--- config.mk ---
export PLATFORM = sky130hd
export DESIGN_NAME = adc_conv_sequencer
export DESIGN_NICKNAME = d
export VERILOG_FILES = /design/src/rtl/adc_conv_sequencer.sv
export SDC_FILE = /design/constraint.sdc
export NUM_CORES = 1
export LEC_CHECK = 0
export ABC_AREA = 1
export BUFFER_PORTS_ARGS = -buffer_cell sky130_fd_sc_hd__buf_2
export CORE_ASPECT_RATIO = 1.75
export CORE_UTILIZATION = 30
export CTS_BUF_LIST = sky130_fd_sc_hd__clkbuf_8 sky130_fd_sc_hd__clkbuf_16
export CTS_CLUSTER_DIAMETER = 40
export DETAILED_ROUTE_END_ITERATION = 10
export HOLD_SLACK_MARGIN = 0.06
export PLACE_DENSITY_LB_ADDON = 0.05
export SYNTH_ARGS = -nofsm -noshare
export SYNTH_HDL_FRONTEND = slang
export SYNTH_SLANG_ARGS = --single-unit
--- constraint.sdc ---
create_clock -name clkin -period 4.9 [get_ports clkin]
set_clock_uncertainty 0.15 [all_clocks]
set_input_delay 0.245 -clock clkin [delete_from_list [all_inputs] [get_ports clkin]]
set_output_delay 0.245 -clock clkin [all_outputs]
set_load 0.005 [all_outputs]
--- src/rtl/adc_conv_sequencer.sv ---
// Host-side sequencer for a SAR ADC: drives the sample phase on st_conv,
// waits for the ADC done level and gives up after a timeout. Results are
// queued in a small first-word-fall-through FIFO. Supports single-shot and
// back-to-back continuous conversion.
module adc_conv_sequencer #(
  parameter int RES_W       = 12,
  parameter int SCYC_W      = 8,
  parameter int TIMEOUT_CYC = 64,
  parameter int FIFO_AW     = 2
) (
  input  logic               clkin,
  input  logic               rst,
  input  logic               start,
  input  logic               continuous,
  input  logic [SCYC_W-1:0]  sample_cycles,
  output logic               st_conv,
  input  logic               adc_done,
  input  logic [RES_W-1:0]   adc_result,
  output logic               busy,
  input  logic               rd_en,
  output logic [RES_W-1:0]   rd_data,
  output logic               fifo_empty,
  output logic               fifo_full,
  output logic [FIFO_AW:0]   fifo_count,
  output logic               overflow,
  output logic               timeout,
  input  logic               clr_flags
);

  localparam int DEPTH = 1 << FIFO_AW;
  localparam int TO_W  = $clog2(TIMEOUT_CYC + 1);

  localparam logic [1:0] S_IDLE    = 2'd0;
  localparam logic [1:0] S_SAMPLE  = 2'd1;
  localparam logic [1:0] S_CONVERT = 2'd2;
  localparam logic [1:0] S_CAPTURE = 2'd3;

  // Three cycles is the shortest sample phase in which the 2-flop
  // synchronizer can still observe the ADC dropping done.
  localparam logic [SCYC_W-1:0]  MIN_SAMPLE = SCYC_W'(3);
  localparam logic [SCYC_W-1:0]  ONE_S      = SCYC_W'(1);
  localparam logic [TO_W-1:0]    ZERO_T     = TO_W'(0);
  localparam logic [TO_W-1:0]    ONE_T      = TO_W'(1);
  localparam logic [TO_W-1:0]    TO_LAST    = TO_W'(TIMEOUT_CYC - 1);
  localparam logic [FIFO_AW:0]   CNT_ZERO   = (FIFO_AW + 1)'(0);
  localparam logic [FIFO_AW:0]   CNT_ONE    = (FIFO_AW + 1)'(1);
  localparam logic [FIFO_AW:0]   CNT_FULL   = (FIFO_AW + 1)'(DEPTH);
  localparam logic [FIFO_AW-1:0] PTR_ZERO   = FIFO_AW'(0);
  localparam logic [FIFO_AW-1:0] PTR_ONE    = FIFO_AW'(1);
  localparam logic [RES_W-1:0]   RES_ZERO   = RES_W'(0);

  logic [1:0]         state;
  logic               sync_meta;
  logic               done_s;
  logic [SCYC_W-1:0]  samp_cnt;
  logic [TO_W-1:0]    to_cnt;
  logic               armed;
  logic [RES_W-1:0]   cap_data;

  logic [RES_W-1:0]   mem [DEPTH];
  logic [FIFO_AW-1:0] wr_ptr;
  logic [FIFO_AW-1:0] rd_ptr;

  logic               wr_req;
  logic               do_push;
  logic               do_pop;
  logic               ovf_set;
  logic               to_hit;
  logic [FIFO_AW:0]   count_nxt;
  logic [FIFO_AW-1:0] rd_ptr_nxt;
  logic [RES_W-1:0]   head_nxt;

  function automatic logic [SCYC_W-1:0] clamp_sample(input logic [SCYC_W-1:0] s);
    return (s < MIN_SAMPLE) ? MIN_SAMPLE : s;
  endfunction

  // Bring the asynchronous ADC done level into the clkin domain.
  always_ff @(posedge clkin or posedge rst) begin
    if (rst) begin
      sync_meta <= 1'b0;
      done_s    <= 1'b0;
    end else begin
      sync_meta <= adc_done;
      done_s    <= sync_meta;
    end
  end

  // Conversion FSM: sample phase, wait for done (armed by a seen drop), capture.
  always_ff @(posedge clkin or posedge rst) begin
    if (rst) begin
      state    <= S_IDLE;
      st_conv  <= 1'b0;
      busy     <= 1'b0;
      samp_cnt <= {SCYC_W{1'b0}};
      to_cnt   <= ZERO_T;
      armed    <= 1'b0;
      cap_data <= RES_ZERO;
    end else begin
      case (state)
        S_IDLE: begin
          if (start || continuous) begin
            state    <= S_SAMPLE;
            st_conv  <= 1'b1;
            busy     <= 1'b1;
            samp_cnt <= clamp_sample(sample_cycles);
            armed    <= 1'b0;
          end else begin
            st_conv  <= 1'b0;
            busy     <= 1'b0;
          end
        end
        S_SAMPLE: begin
          samp_cnt <= samp_cnt - ONE_S;
          to_cnt   <= ZERO_T;
          if (!done_s) begin
            armed <= 1'b1;
          end
          if (samp_cnt == ONE_S) begin
            state   <= S_CONVERT;
            st_conv <= 1'b0;
          end
        end
        S_CONVERT: begin
          to_cnt <= to_cnt + ONE_T;
          if (!done_s) begin
            armed <= 1'b1;
          end
          if (armed && done_s) begin
            state    <= S_CAPTURE;
            cap_data <= adc_result;
          end else if (to_cnt == TO_LAST) begin
            state <= S_IDLE;
            busy  <= 1'b0;
          end
        end
        S_CAPTURE: begin
          if (continuous) begin
            state    <= S_SAMPLE;
            st_conv  <= 1'b1;
            samp_cnt <= clamp_sample(sample_cycles);
            armed    <= 1'b0;
          end else begin
            state <= S_IDLE;
            busy  <= 1'b0;
          end
        end
        default: begin
          state   <= S_IDLE;
          st_conv <= 1'b0;
          busy    <= 1'b0;
        end
      endcase
    end
  end

  // FIFO control: push/pop qualification and the next head word for the FWFT output.
  always_comb begin
    wr_req     = (state == S_CAPTURE);
    to_hit     = (state == S_CONVERT) && !(armed && done_s) && (to_cnt == TO_LAST);
    do_pop     = rd_en && (fifo_count != CNT_ZERO);
    do_push    = wr_req && ((fifo_count != CNT_FULL) || do_pop);
    ovf_set    = wr_req && (fifo_count == CNT_FULL) && !do_pop;
    rd_ptr_nxt = do_pop ? (rd_ptr + PTR_ONE) : rd_ptr;
    case ({do_push, do_pop})
      2'b10:   count_nxt = fifo_count + CNT_ONE;
      2'b01:   count_nxt = fifo_count - CNT_ONE;
      default: count_nxt = fifo_count;
    endcase
    if (count_nxt == CNT_ZERO) begin
      head_nxt = RES_ZERO;
    end else if (do_push && (wr_ptr == rd_ptr_nxt)) begin
      head_nxt = cap_data;
    end else begin
      head_nxt = mem[rd_ptr_nxt];
    end
  end

  // FIFO storage; contents are discarded on reset simply by clearing the pointers.
  always_ff @(posedge clkin) begin
    if (do_push) begin
      mem[wr_ptr] <= cap_data;
    end
  end

  // FIFO pointers, occupancy and registered status/head outputs.
  always_ff @(posedge clkin or posedge rst) begin
    if (rst) begin
      wr_ptr     <= PTR_ZERO;
      rd_ptr     <= PTR_ZERO;
      fifo_count <= CNT_ZERO;
      fifo_empty <= 1'b1;
      fifo_full  <= 1'b0;
      rd_data    <= RES_ZERO;
    end else begin
      if (do_push) begin
        wr_ptr <= wr_ptr + PTR_ONE;
      end
      rd_ptr     <= rd_ptr_nxt;
      fifo_count <= count_nxt;
      fifo_empty <= (count_nxt == CNT_ZERO);
      fifo_full  <= (count_nxt == CNT_FULL);
      rd_data    <= head_nxt;
    end
  end

  // Sticky error flags; a new event outranks a simultaneous clear.
  always_ff @(posedge clkin or posedge rst) begin
    if (rst) begin
      overflow <= 1'b0;
      timeout  <= 1'b0;
    end else begin
      if (ovf_set) begin
        overflow <= 1'b1;
      end else if (clr_flags) begin
        overflow <= 1'b0;
      end
      if (to_hit) begin
        timeout <= 1'b1;
      end else if (clr_flags) begin
        timeout <= 1'b0;
      end
    end
  end

endmodule

# Word-level counts from Yosys, hierarchy flattened
# Memories as Yosys holds them, arrays and structs flattened.
# Index checks and enable logic that the tools add are counted.
# Widths: inputs -> output; s select.
[totals]
register_bits = 57
latch_bits = 0
ram_bits = 48
rom_bits = 0
inputBits = 27
out_inout_bits = 21
word_cells = 103
n_memories = 1
[classes]
addsub = 6
multipliers = 0
n_div = 0
order_cmp = 1
n_eq_ne = 19
shift = 0
muxes = 32
bitwise_logic = 0
n_reduce_logical = 27
[memory_table]
columns = ["name", "words", "width", "rd", "rd_ports_with_merged_regs", "write_ports", "line_no", "source"]
rows = [
  ["mem", 4, 12, 1, 0, 1, "60", "logic [RES_W-1:0] mem [DEPTH];"],
]
[ops]
columns = ["op", "count"]
rows = [
  ["$mux 12", 2],
  ["$mux 8", 3],
  ["$pmux 8 s3", 1],
  ["$mux 1", 15],
  ["$ne 2x2->1 const B", 7],
  ["$pmux 7 s2", 1],
  ["$reduce_and 3->1", 4],
  ["$mux 2", 5],
  ["$pmux 1 s3", 3],
  ["$reduce_bool 3->1", 3],
  ["$eq 8x1->1 const B", 1],
  ["$logic_and 1x1->1", 8],
  ["$lt 8x2->1 const B", 1],
  ["$pmux 2 s4", 1],
  ["$sub 8x1->8 const B", 1],
  ["$add 7x1->7 const B", 1],
  ["$eq 7x6->1 const B", 1],
  ["$eq 2x2->1 const B", 3],
  ["$eq 3x3->1 const B", 2],
  ["$ne 3x3->1 const B", 2],
  ["$pmux 3 s2", 1],
  ["$reduce_bool 2->1", 3],
  ["$add 2x1->2 const B", 2],
  ["$eq 2x1->1 const B", 2],
  ["10 further kinds", 12],
]

# Depth between registers and ports, before layout
[depth]
depth_word = 8
mapped_depth = 13
ltp_nobuf = 12

# Least setup slack after synthesis
# OpenSTA, ideal clock, no wires.
[synth_timing]
path_kind = "reg2reg"
from = "register state[0]"
to = "register rd_data[5]"
setup_ns = 0.117
arrival_ns = 2.047
t_required_ns = 4.633
setup_slack_ns = 2.586
stages_incl_launch_ff = 13
path_buffers = 1
period_less_slack_ns = 2.314
cell_sequence = "dfrtp_1 > ha_1 > inv_1 > nand3_1 > fa_1 > inv_1 > nand3_1 > nand2_2 > nor2_1 > nand2_2 > buf_6 > nand2_1 > nor2_1"
[synth_via]
elab_chain_len = 6
elab_cells_between_ends = 9
classes_between = "3 x eq/ne; 3 x mux; 3 x reduce/logical"
[synth_lines]
columns = ["item", "line_no", "source"]
rows = [
  ["start: declaration", "52", "logic [1:0] state;"],
  ["start signal: assignment", "91", "state <= S_IDLE;"],
  ["start signal: assignment", "102", "state <= S_SAMPLE;"],
  ["start signal: assignment", "119", "state <= S_CONVERT;"],
  ["$eq 2x2->1 *", "158", "wr_req = (state == S_CAPTURE);"],
  ["$logic_and 1x1->1 *", "161", "do_push = wr_req && ((fifo_count != CNT_FULL) || do_pop);"],
  ["$eq 2x1->1 or $eq 2x2->1 (tied branches)", "164", "case ({do_push, do_pop})"],
  ["$pmux 3 s2 *", "164", ""],
  ["via count_nxt[1]", "69", "logic [FIFO_AW:0] count_nxt;"],
  ["$logic_not 3->1 *", "169", "if (count_nxt == CNT_ZERO) begin"],
  ["$mux 12 *", "169", ""],
  ["via head_nxt[5]", "71", "logic [RES_W-1:0] head_nxt;"],
  ["end signal: assignment", "202", "rd_data <= head_nxt;"],
  ["end: declaration", "21", "output logic [RES_W-1:0] rd_data,"],
]
# The timed path passes the listed nets; every way through them passes the cells marked *.
# A chain may end at the register's enable or synchronous reset.

# Worst setup path after layout
[layout_timing]
from = "register fifo_count[1]"
to = "register rd_data[5]"
[layout_via]
elab_chain_len = 8
elab_cells_between_ends = 17
classes_between = "2 x add/sub; 4 x eq/ne; 4 x mux; 6 x reduce/logical; 1 x memory"
[layout_lines]
columns = ["item", "line_no", "source"]
rows = [
  ["start: declaration", "24", "output logic [FIFO_AW:0] fifo_count,"],
  ["start signal: assignment", "199", "fifo_count <= count_nxt;"],
  ["$reduce_bool 3->1", "160", "do_pop = rd_en && (fifo_count != CNT_ZERO);"],
  ["$logic_and 1x1->1", "160", ""],
  ["$logic_or 1x1->1", "161", ""],
  ["$logic_and 1x1->1", "161", ""],
  ["$eq 2x1->1 or $eq 2x2->1 (tied branches)", "164", ""],
  ["$pmux 3 s2", "164", ""],
  ["$logic_not 3->1", "169", ""],
  ["$mux 12 *", "169", ""],
  ["via head_nxt[5]", "71", ""],
]
# Marked as above.

==> flow_metrics.py <==
metrics = {
    "layout": {
        "drive_above_1_share": 0.168,
        "syn2layout_area_growth_pct": 19.2,
        "layout.cells.non_filler": 809,
        "nNetsFinal": 620,
        "diodes": 0,
    },
    "yosys": {
        "yosysMostFrequentCell": "nand2_1",
        "synth_seq_cells": 105,
        "syn_avg_cell_area_sq_um": 9.70,
        "synth_flop_cell": "dfrtp_1",
        "ys_seq_area_frac": 0.575,
        "yosysUniqueCellTypes": 35,
        "ys_top_cells_by_area": "edfxtp_1 (29%), dfrtp_1 (28%), nand2_1 (7.4%), nand3_1 (5.7%), inv_1 (4.8%)",
        "synth_edf_count": 48,
        "syn_area_sq_um": 4990,
        "synthCells": 514,
        "yosysWarnings": 0,
        "synth_area_leader_cell": "edfxtp_1",
        "syn-num-nets": 554,
        "synth_top_area_frac": 0.289,
        "synthArstFlopShare": 0.543,
        "synth_commonest_cells": "nand2_1 (98), inv_1 (64), nand3_1 (57)",
    },
    "worst_hold_path": {
        "hold_end": "samp_cnt[3]$_DFFE_PP0P_",
        "hp-class": "input port to flip-flop",
        "whs_path_depth": 3,
        "hp-start": "sample_cycles[3]",
    },
    "critical_path": {
        "path_class": "flip-flop to flip-flop",
        "cp-end-kind": "flip-flop",
        "reg2regPathDepth": 11,
        "r2r_end": "rd_data[5]$_DFF_PP0_",
        "crit_fanout": 29,
        "crit_path_start_kind": "flip-flop",
        "timing.rr.start": "fifo_count[1]$_DFF_PP0_",
        "cp.arrival_ns": 2.88,
        "r2r_slack_ns": 2.14,
        "required_ns": 5.02,
    },
    "sta": {
        "fmax_mhz": 362,
        "finalSetupViolCount": 0,
        "drv_slew": 0,
        "hold_violations": 0,
        "min_period_ns": 2.76,
        "setup_tns_ns": 0,
        "grt_setup_unrepaired": "no",
        "worst-slew-pin-transition_ns": 0.898,
        "period_share": 0.564,
        "slew_headroom": 0.401,
    },
    "die": {
        "initial_core_util": 0.305,
        "fp.dieW_um": 99.5,
        "core_area_sq_um": 16400,
        "rows": 62,
        "dieHeight_um": 173,
        "die-area_sq_um": 17200,
        "io_pins": 48,
    },
    "route": {
        "routedWlPerCell_um": 15.0,
        "post_drt_via_cell_ratio": 4.45,
        "drc": 0,
        "first_iter_violations": 98,
        "vias": 3601,
        "routed_wl_mm": 12.1,
        "antenna_left": 0,
        "drtPass1Iterations": 4,
    },
    "pwr": {
        "power_leakage_uw": 0.00273,
        "irDropWorstVdd_mv": 0.220,
        "powerDensity_nw_per_um2": 609,
    },
    "flow_run": {
        "maxCapViolCount": 0,
    },
    "cts": {
        "cts_resized": 0,
        "htreeDepth": 3,
        "clk_pin_slew_ns": 0.07,
        "cts_tree": "built",
        "clkLatencyLatePin_ns": 0.34,
        "cts_buffer_depth": 2,
        "clock_sinks": 105,
        "hold_buffers": 19,
        "post-cts-setup-buffers": 0,
        "root_buffer": "clkbuf_16",
        "cts_made_buffers": 9,
    },
    "global_routing": {
        "grt_pass1_vias": 3667,
        "gr-usage-all-layers": 0.150,
        "grt_max_degree": 58,
        "grt_pass1_wl_mm": 19.6,
        "overflow": 0,
        "antenna_found_initial": 0,
    },
    "placement": {
        "place_congestion": 0.796,
        "port-buffer-count": 47,
        "dp_cells": 774,
        "dp.final_hpwl_mm": 8.03,
    },
    "run_status": {
        "status": "finished clean",
    },
}
-- worst max-delay path by stage --
stage / start / endpoint / slack, ns
floorplan: state[0]$_DFFE_PP0P_ / rd_data[5]$_DFF_PP0_ / 2.59
global placement: state[0]$_DFFE_PP0P_ / rd_data[8]$_DFF_PP0_ / 2.11
detailed placement: fifo_count[1]$_DFF_PP0_ / rd_data[9]$_DFF_PP0_ / 2.10
CTS: fifo_count[1]$_DFF_PP0_ / rd_data[2]$_DFF_PP0_ / 2.06
global route: fifo_count[1]$_DFF_PP0_ / rd_data[2]$_DFF_PP0_ / 1.86
finish: fifo_count[1]$_DFF_PP0_ / rd_data[5]$_DFF_PP0_ / 2.14
-- area by class of cell --
cell class	count	area, sq um
fill	1699	10400
sequential	105	2870
multi-input combinational	329	1780
timing repair buffer	69	448
tap	224	280
clock buffer	11	264
inverter	66	248
clock inverter	5	55.1
-- sequential cells by signal, indices dropped and copies added, names as in the netlist --
name        flops
state           2
armed           1
timeout         1
samp_cnt        8
wr_ptr          2
cap_data       12
busy            1
rd_data        12
st_conv         1
to_cnt          7
mem            48
rd_ptr          2
sync_meta       1
fifo_count      3
done_s          1
fifo_full       1
fifo_empty      1
overflow        1
-- placed cells by master, fill, tap and decap left out, types with 2 or more instances in the layout --
cell,Yosys,final
buf_4,2,3
clkbuf_16,0,10
a21oi_1,19,19
clkinv_1,2,2
nand3_2,3,3
nand2_1,98,98
nand3b_1,14,14
o21ai_0,26,26
edfxtp_1,48,48
nor3_1,5,5
nand2_4,8,8
inv_1,64,65
nor2_2,1,4
clkinv_4,0,2
nand3_1,57,57
mux2_2,5,5
xor2_1,2,2
ha_1,12,12
and3_1,3,3
dlygate4sd3_1,0,19
dfrtp_1,56,56
nor2_1,51,48
nand2_2,8,8
nand4_1,3,3
buf_2,4,47
nor2_4,2,2
o22ai_1,4,4
-- cell families (layout without fill, tap and decap cells) --
family / Yosys count / count (layout) / share of synthesized area
AOI/OAI and AO/OA: 54 / 54 / 0.0590
adders and majority gates: 13 / 13 / 0.0341
DFF: 105 / 105 / 0.575
and+or+nand+nor: 255 / 255 / 0.248
buffers and inverters: 80 / 151 / 0.0687
muxes: 5 / 5 / 0.0113
xor gates and xnor gates: 2 / 2 / 0.00351
-- stage by stage --
stage | utilization | setup slack [ns] | cell area [sq um] | hold WS (ns) | power (uW)
final | 0.363 | 2.14 | 5950 | 0.106 | 3620
after global routing | 0.363 | 1.86 | 5950 | 0.145 | 3930
after CTS | 0.363 | 2.06 | 5950 | 0.0955 | 3690
after detailed placement | 0.332 | 2.10 | 5440 | 0.194 | 2900
after global placement | 0.332 | 2.11 | 5440 | 0.190 | 2890
after floorplan | - | 2.59 | 4990 | 0.126 | 2480
-- layer usage --
metal	track usage	part of all wire
met1	0.174	0.43
met2	0.278	0.54
met3	0.0178	0.013
met4	0.0545	0.020
met5	0	0
-- critical path: stages (launching register included) --
cell,delay [ns]
dfrtp_1,0.43
nor2_4,0.18
nand2_4,0.10
nand3_2,0.50
nand2_1,0.10
nand2_1,0.51
nand2_1,0.20
nand2_4,0.19
nand2_4,0.11
nand2_1,0.08
nand2_1,0.04
nor2_1,0.10
-- report_power, final --
group / internal (uW) / total, uW / switching (uW)
clock network: 440 / 764 / 324
registers: 1240 / 1410 / 172
logic: 491 / 1450 / 963
total: 2170 / 3620 / 1460
No activity file was read; power rests on OpenSTA's default activity.
